## src/rtl/cache_rd_arbiter_pkg.sv

```systemverilog
// Shared types and AXI constants for the icache/dcache refill read arbiter.
// One outstanding AXI read at a time; rd_req_t carries the latched winner.
package cache_rd_arbiter_pkg;

  typedef enum logic [1:0] {IDLE, AR, R, RET} state_t;

  localparam logic [1:0] BURST_INCR = 2'b01;
  localparam logic [2:0] SIZE_4B    = 3'b010;
  localparam logic       ICACHE_ID  = 1'b0;
  localparam logic       DCACHE_ID  = 1'b1;

  typedef struct packed {
    logic [31:0] addr;
    logic        uncache;
    logic        id;
  } rd_req_t;

  // Line fetches align to 16 bytes, uncached 64-bit fetches to 8 bytes.
  function automatic logic [31:0] align_addr(input logic [31:0] addr, input logic uncache);
    return addr & (uncache ? 32'hFFFF_FFF8 : 32'hFFFF_FFF0);
  endfunction

endpackage

```

## src/rtl/cache_rd_arbiter_rr_arb2.sv

```systemverilog
// Two-input round-robin grant; combinational grant, last_grant updates only when a grant is taken.
// Latency 0; a requester that loses simply keeps requesting until it wins.
module cache_rd_arbiter_rr_arb2
  import cache_rd_arbiter_pkg::*;
(
  input  logic       clk_g,
  input  logic       resetn,
  input  logic [1:0] req,
  input  logic       update,
  output logic       gnt
);

  logic last_grant;

  // Contested: whoever did not win last time; otherwise the sole requester.
  always_comb begin
    gnt = req[1];
    if (req == 2'b11) gnt = ~last_grant;
  end

  always_ff @(posedge clk_g) begin
    if (!resetn) begin
      last_grant <= DCACHE_ID;
    end else if (update) begin
      last_grant <= gnt;
    end
  end

endmodule

```

## src/rtl/cache_rd_arbiter.sv

```systemverilog
// Shares one AXI4 read channel between icache and dcache refills; 4-beat line or 2-beat uncached burst.
// Latency: arvalid 1 cycle after grant, ret_valid 1 cycle after rlast; stalls on arready/rvalid.
module cache_rd_arbiter
  import cache_rd_arbiter_pkg::*;
#(
  parameter int ID_WIDTH   = 4,
  parameter int LINE_BEATS = 4,
  parameter int UNC_BEATS  = 2
) (
  input  logic                clk_g,
  input  logic                resetn,
  input  logic                i_rd_req,
  input  logic                i_rd_uncache,
  input  logic [31:0]         i_rd_addr,
  output logic                i_rd_rdy,
  output logic                i_ret_valid,
  output logic [127:0]        i_ret_data,
  input  logic                d_rd_req,
  input  logic                d_rd_uncache,
  input  logic [31:0]         d_rd_addr,
  output logic                d_rd_rdy,
  output logic                d_ret_valid,
  output logic [127:0]        d_ret_data,
  output logic [ID_WIDTH-1:0] arid,
  output logic [31:0]         araddr,
  output logic [7:0]          arlen,
  output logic [2:0]          arsize,
  output logic [1:0]          arburst,
  output logic                arvalid,
  input  logic                arready,
  input  logic [ID_WIDTH-1:0] rid,
  input  logic [31:0]         rdata,
  input  logic [1:0]          rresp,
  input  logic                rlast,
  input  logic                rvalid,
  output logic                rready
);

  state_t       state;
  rd_req_t      win_req;
  logic         win_id;
  logic         grant_id;
  logic         arb_update;
  logic [1:0]   beat_cnt;
  logic [127:0] line_buf;
  logic [127:0] line_nxt;
  logic         unused_sink;

  assign arb_update = (state == IDLE) && (i_rd_req || d_rd_req);

  cache_rd_arbiter_rr_arb2 u_rr_arb2 (
    .clk_g  (clk_g),
    .resetn (resetn),
    .req    ({d_rd_req, i_rd_req}),
    .update (arb_update),
    .gnt    (win_id)
  );

  always_comb begin
    win_req         = '0;
    win_req.id      = win_id;
    win_req.addr    = win_id ? d_rd_addr : i_rd_addr;
    win_req.uncache = win_id ? d_rd_uncache : i_rd_uncache;
  end

  // Beats enter at the top, so an N-beat burst ends up in the upper N words.
  assign line_nxt = {rdata, line_buf[127:32]};

  // Accept is tied to the AR handshake itself so the cache sees it in the same cycle.
  assign i_rd_rdy = arvalid && arready && (grant_id == ICACHE_ID);
  assign d_rd_rdy = arvalid && arready && (grant_id == DCACHE_ID);

  always_ff @(posedge clk_g) begin
    if (!resetn) begin
      state       <= IDLE;
      grant_id    <= ICACHE_ID;
      beat_cnt    <= '0;
      line_buf    <= '0;
      arvalid     <= 1'b0;
      arid        <= '0;
      araddr      <= '0;
      arlen       <= '0;
      arsize      <= '0;
      arburst     <= '0;
      rready      <= 1'b0;
      i_ret_valid <= 1'b0;
      d_ret_valid <= 1'b0;
      i_ret_data  <= '0;
      d_ret_data  <= '0;
    end else begin
      i_ret_valid <= 1'b0;
      d_ret_valid <= 1'b0;
      case (state)
        IDLE: begin
          if (arb_update) begin
            grant_id <= win_req.id;
            arvalid  <= 1'b1;
            arid     <= ID_WIDTH'(win_req.id);
            araddr   <= align_addr(win_req.addr, win_req.uncache);
            arlen    <= win_req.uncache ? 8'(UNC_BEATS - 1) : 8'(LINE_BEATS - 1);
            arsize   <= SIZE_4B;
            arburst  <= BURST_INCR;
            state    <= AR;
          end
        end
        AR: begin
          if (arready) begin
            arvalid  <= 1'b0;
            rready   <= 1'b1;
            beat_cnt <= '0;
            state    <= R;
          end
        end
        R: begin
          if (rvalid) begin
            line_buf <= line_nxt;
            if (beat_cnt != 2'd3) beat_cnt <= beat_cnt + 2'd1;
            if (rlast) begin
              rready <= 1'b0;
              state  <= RET;
              if (grant_id == ICACHE_ID) begin
                i_ret_valid <= 1'b1;
                i_ret_data  <= line_nxt;
              end else begin
                d_ret_valid <= 1'b1;
                d_ret_data  <= line_nxt;
              end
            end
          end
        end
        RET: state <= IDLE;
        default: state <= IDLE;
      endcase
    end
  end

  // Response id/status carry no information here; the low word is always shifted out.
  assign unused_sink = ^{rid, rresp, beat_cnt, line_buf[31:0]};

endmodule
```

## config.mk

```make
export PLATFORM = sky130hd
export DESIGN_NAME = cache_rd_arbiter
export DESIGN_NICKNAME = d
export VERILOG_FILES = /design/src/rtl/cache_rd_arbiter_pkg.sv /design/src/rtl/cache_rd_arbiter_rr_arb2.sv /design/src/rtl/cache_rd_arbiter.sv
export SDC_FILE = /design/constraint.sdc
export NUM_CORES = 1
export LEC_CHECK = 0
export CAP_MARGIN = 20
export CORE_MARGIN = 2
export CORE_UTILIZATION = 49
export CTS_BUF_LIST = sky130_fd_sc_hd__clkbuf_8
export CTS_CLUSTER_SIZE = 30
export DETAILED_ROUTE_END_ITERATION = 12
export PLACE_DENSITY = 0.83
export REMOVE_ABC_BUFFERS = 1
export SLEW_MARGIN = 20
export SYNTH_ARGS = -nofsm -noshare
export SYNTH_HDL_FRONTEND = slang
export SYNTH_SLANG_ARGS = --single-unit
```

## constraint.sdc

```tcl
create_clock -name clk_g -period 2 [get_ports clk_g]
set_input_delay 0.2 -clock clk_g [delete_from_list [all_inputs] [get_ports clk_g]]
set_output_delay 0.2 -clock clk_g [all_outputs]
set_load 0.02 [all_outputs]
```

## Word-level counts from Yosys, hierarchy flattened

Cells that the tools add are included.

| storage, ports and cells | value |
|---|---|
| register bits after elaboration | 433 |
| bits of input ports | 111 |
| output and inout port bits | 311 |
| logic and storage cells | 59 |

| operators by class | value |
|---|---|
| equality and inequality tests | 8 |
| multiplexer cells | 19 |
| bitwise operators | 3 |
| reductions and logical operators | 16 |

Operator list:

| cell | count |
|---|---|
| 32-bit bitwise AND | 1 |
| 32-bit two-way mux | 1 |
| 4-bit AND reduction | 5 |
| 2-bit two-way mux | 5 |
| 1-bit two-way mux | 9 |
| 2-bit inequality test (second input constant) | 4 |
| 2-bit one-hot mux with 4 select lines | 1 |
| 2-bit equality test (second input constant) | 3 |
| 1-bit logical AND | 4 |
| 4-bit two-way mux | 1 |
| 1-bit one-hot mux with 2 select lines | 2 |
| 2-bit AND reduction | 2 |
| 2-bit nonzero test | 2 |
| 3-bit AND reduction | 1 |
| 2-bit by 1-bit equality test with 1-bit output (second input constant) | 1 |
| 2-bit logical NOT | 1 |
| 1-bit inverter | 2 |
| 1-bit logical OR | 1 |

## Depth between registers and ports, before layout

| depth | value |
|---|---|
| word-level depth | 5 |
| gate-level depth with buffers | 8 |
| depth with buffers taken out | 5 |

## By module

A second synthesis with hierarchy kept.

| unflattened totals | value |
|---|---|
| cells, all modules | 1736 |
| area, all modules | 15026.9 um^2 |

Modules (own cells, without submodules):

| module | times used | cells each | area an instance (um^2) | seq. area each (um^2) |
|---|---|---|---|---|
| cache_rd_arbiter | 1 | 1731 | 14980.6 | 7807.5 |
| cache_rd_arbiter_rr_arb2 | 1 | 5 | 46.3 | 20.0 |

## Least setup slack after synthesis

OpenSTA, ideal clock, no wires.

| timing path | value |
|---|---|
| path type | reg2reg |
| start point | register state[0] |
| end point | register state[0] |
| library setup time | 0.116 ns |
| data arrival time | 1.368 ns |
| required time | 1.884 ns |
| slack | 0.515 ns |
| stages on the path, launching flop included | 6 |
| path buffers | 1 |
| period minus slack after synthesis | 1.485 ns |
| cell sequence | dfxtp_1 -> inv_1 -> ha_1 -> buf_2 -> or4_1 -> o211a_1 |

| between the ends | value |
|---|---|
| cells in the longest elaborated chain, start to end | 4 |
| elaborated cells on any way between the ends | 11 |
| those cells by class | eq/ne: 7; mux: 1; reduce/logical: 3 |

Ends and longest elaborated chain:

| item | line | RTL |
|---|---|---|
| start: declaration | cache_rd_arbiter.sv:39 | `state_t state;` |
| start signal: assignment | cache_rd_arbiter.sv:75 | `state <= IDLE;` |
| start signal: assignment | cache_rd_arbiter.sv:103 | `state <= AR;` |
| start signal: assignment | cache_rd_arbiter.sv:111 | `state <= R;` |
| 2-bit logical NOT | cache_rd_arbiter.sv:49, cache_rd_arbiter.sv:93 |  |
| 1-bit logical AND | cache_rd_arbiter.sv:49 | `assign arb_update = (state == IDLE) && (i_rd_req \|\| d_rd_req);` |
| 2-bit inequality test (no source line) | -- |  |
| 4-bit AND reduction (no source line) | -- |  |

Several ways; a longest one is shown, not always the timed one.
A chain may end at the register's enable or synchronous reset.

==> load_flow_metrics.sql <==
INSERT INTO impl_metrics (metric_group, metric, value, unit) VALUES
('clock_network', 'cts_sinks', '391', ''),
('yosys', 'mappedNetlistArea', '0.0148', 'mm²'),
('hold_path', 'whs_path_depth', '2', ''),
('hold_path', 'worst_hold_path_type', 'in -> reg', ''),
('timing', 'grt_setup_unrepaired', 'no', ''),
('setup_path', 'critical_path.startpoint_type', 'flop', ''),
('setup_path', 'reg2reg_depth', '6', ''),
('drt', 'postRouteAntennaNets', '0', ''),
('floorplan', 'floorplan.rows', '63', ''),
('cells_and_area', 'mostFrequentLayoutCells', '712 x sky130_fd_sc_hd__nand2_1, 391 x sky130_fd_sc_hd__clkdlybuf4s50_1, 390 x sky130_fd_sc_hd__dfxtp_1, 250 x sky130_fd_sc_hd__a21boi_1, 103 x sky130_fd_sc_hd__a21boi_0', ''),
('yosys', 'post_synth.cell_area_avg', '8.55', 'µm²'),
('yosys', 'synth_warnings', '0', ''),
('yosys', 'mapped_cells', '1737', ''),
('clock_network', 'tritoncts', 'yes', ''),
('grt', 'global_route_wire_length_before_repair', '63700', 'µm'),
('yosys', 'post_synth_top_area_share', '52.7', '%'),
('setup_path', 'family_of_cells_with_the_greatest_summed_delay_on_the_critical_path', 'buffers and inverters', ''),
('yosys', 'synth.ff_latch_count', '391', ''),
('timing', 'final_hold_viol_count', '0', ''),
('drt', 'remaining_drc_errors', '0', ''),
('placement', 'gp_congestion', '0.836', ''),
('setup_path', 'worst_path_cell_trace', 'clkdlybuf4s50_1', ''),
('yosys', 'netlist_top_cells_area', 'sky130_fd_sc_hd__dfxtp_1 53%, sky130_fd_sc_hd__nand2_1 18%, sky130_fd_sc_hd__a21boi_1 13%', ''),
('setup_path', 'timing.critical_path.arrival', '1.67', 'ns'),
('outcome', 'outcome', 'complete, no violations', ''),
('floorplan', 'fp.dieH', '178', 'µm'),
('power_and_ir_drop', 'peakVddDrop', '0.000650', 'V'),
('yosys', 'synth_largest_area_cell', 'sky130_fd_sc_hd__dfxtp_1', ''),
('floorplan', 'initial_core_util', '50.0', '%'),
('drt', 'detailedRoute.firstIterationViolations', '703', ''),
('cells_and_area', 'fin_nets', '2206', ''),
('floorplan', 'die_width', '178', 'µm'),
('grt', 'grt_max_degree', '88', ''),
('grt', 'number_of_antenna_violations_at_the_first_check_in_global_routing', '0', ''),
('clock_network', 'clkTransAtPathRegs', '0.06', 'ns'),
('placement', 'total_cell_area_at_the_placement_stage', '0.0192', 'mm²'),
('setup_path', 'critical-path-max-stage-delay', '0.67', 'ns'),
('clock_network', 'post-cts-setup-buffer-count', '0', ''),
('clock_network', 'clockRootBuffer', 'sky130_fd_sc_hd__clkbuf_8', ''),
('grt', 'first_global_vias', '12476', ''),
('power_and_ir_drop', 'cellLeakagePower', '7.07', 'nW'),
('timing', 'final_critical_path_time_including_i_o_delays_and_setup', '1.87', 'ns'),
('floorplan', 'core-area', '0.0297', 'mm²'),
('grt', 'grt_use_total', '24.8', '%'),
('yosys', 'synth_sequential_area_ratio', '52.7', '%'),
('timing', 'fin_worst_skew', '0.0123', 'ns'),
('cells_and_area', 'area_growth', '37.6', '%'),
('timing', 'timing_max_transition_violations_final', '0', ''),
('clock_network', 'ctsResizeCount', '3', ''),
('setup_path', 'worstPathBufferInverterCount', '1', ''),
('setup_path', 'rr_startpoint', 'state[0]', ''),
('floorplan', 'die-area', '0.0317', 'mm²'),
('timing', 'timing.fmax', '536', 'MHz'),
('clock_network', 'htree_levels', '2', ''),
('clock_network', 'insertion_delay', '0.58', 'ns'),
('cells_and_area', 'antenna-diode-count', '0', ''),
('clock_network', 'cts-hold-fix-buffers', '0', ''),
('drt', 'routed_wire_length_per_instance', '16.0', 'µm'),
('floorplan', 'top_level_ports', '422', ''),
('yosys', 'yosys_most_used_dff', 'sky130_fd_sc_hd__dfxtp_1', ''),
('run', 'max_capacitance_violation_count', '0', ''),
('cells_and_area', 'drive_gt1_share', '6.27', '%'),
('hold_path', 'timing.hold.worst_endpoint', 'u_rr_arb2.last_grant', ''),
('drt', 'total_via_count_in_the_routed_design', '12971', ''),
('setup_path', 'crit_path_end_kind', 'output pin', ''),
('drt', 'drt-pass1-iter-count', '4', ''),
('placement', 'detailed_place_hpwl', '26600', 'µm'),
('yosys', 'async_flop_share', '0', '%'),
('cells_and_area', 'postLayoutCoreUtil', '68.7', '%'),
('placement', 'placement.io_buffers', '394', ''),
('yosys', 'synth_edf_count', '0', '');
## Yosys cell counts, types with 2 or more instances
cell type	count
sky130_fd_sc_hd__a21boi_0	103
sky130_fd_sc_hd__a21boi_1	250
sky130_fd_sc_hd__a21oi_1	30
sky130_fd_sc_hd__a32oi_1	2
sky130_fd_sc_hd__and2_1	3
sky130_fd_sc_hd__and3_1	2
sky130_fd_sc_hd__buf_1	5
sky130_fd_sc_hd__buf_2	69
sky130_fd_sc_hd__buf_4	27
sky130_fd_sc_hd__clkbuf_1	48
sky130_fd_sc_hd__dfxtp_1	391
sky130_fd_sc_hd__ha_1	4
sky130_fd_sc_hd__inv_1	3
sky130_fd_sc_hd__mux2i_1	31
sky130_fd_sc_hd__nand2_1	713
sky130_fd_sc_hd__nand2b_1	3
sky130_fd_sc_hd__nor2_1	2
sky130_fd_sc_hd__nor2b_1	4
sky130_fd_sc_hd__o21a_1	2
sky130_fd_sc_hd__o21ai_0	31
## layer usage
metal | GRT usage, % | vias up | part of all wire [%]
met1 | 28.4 | 6108 | 40
met2 | 44.2 | 450 | 50
met5 | 0 | - | 0
met3 | 5.75 | 93 | 6.8
li1 | - | 6320 | -
met4 | 10.4 | 0 | 3.8
## registers in the layout (all words and copies together), names as in the netlist
signal	count
d_ret_data	128
i_ret_data	128
line_buf	96
araddr	29
arlen	2
state	2
arvalid	1
d_ret_valid	1
grant_id	1
i_ret_valid	1
rready	1
u_rr_arb2.last_grant	1
## power breakdown
part / internal (mW) / total, mW / switching, mW
registers: 8.18 / 8.46 / 0.282
clock network: 3.76 / 6.76 / 2.99
logic: 1.25 / 2.78 / 1.53
## layout make-up
cell class | count | area [µm²]
Inverter | 3 | 11.3
Clock buffer | 82 | 1130
Tap cell | 390 | 488
Clock inverter | 28 | 148
Timing Repair Buffer | 427 | 4510
Multi-Input combinational cell | 1207 | 6320
Fill cell | 2298 | 9290
Sequential cell | 391 | 7830
## how the worst max path moves through the flow
stage	startpoint	end	depth (start not counted)
final	grant_id	arid[0]	1
after global routing	state[0]	i_ret_data[24]	6
after CTS	grant_id	arid[0]	1
after detailed placement	rvalid	i_ret_data[112]	5
after global placement	rvalid	i_ret_data[50]	6
after floorplan	state[0]	i_ret_data[0]	5
## kinds of logic after synthesis
family | share of synthesized area [%]
multiplexers | 2.09
AND/OR/NAND/NOR | 18.9
adder cells (fa/ha/maj) | 0.337
AO/OA/AOI/OAI | 20.7
buffers and inverters | 5.18
other | 0.0253
flip-flops | 52.7
## metrics by stage
stage	setup slack [ns]	power, mW	std cells	TNS, ns
global placement	0.155	11.3	2418	0
floorplan	-1.98	9.89	1601	-567.22
CTS	0.108	18.1	2528	0
global route	0.0509	18.7	2528	0
finish	0.133	18.0	2528	0
detailed placement	0.118	11.4	2418	0
Note: power is estimated with default switching activity, not from simulation.
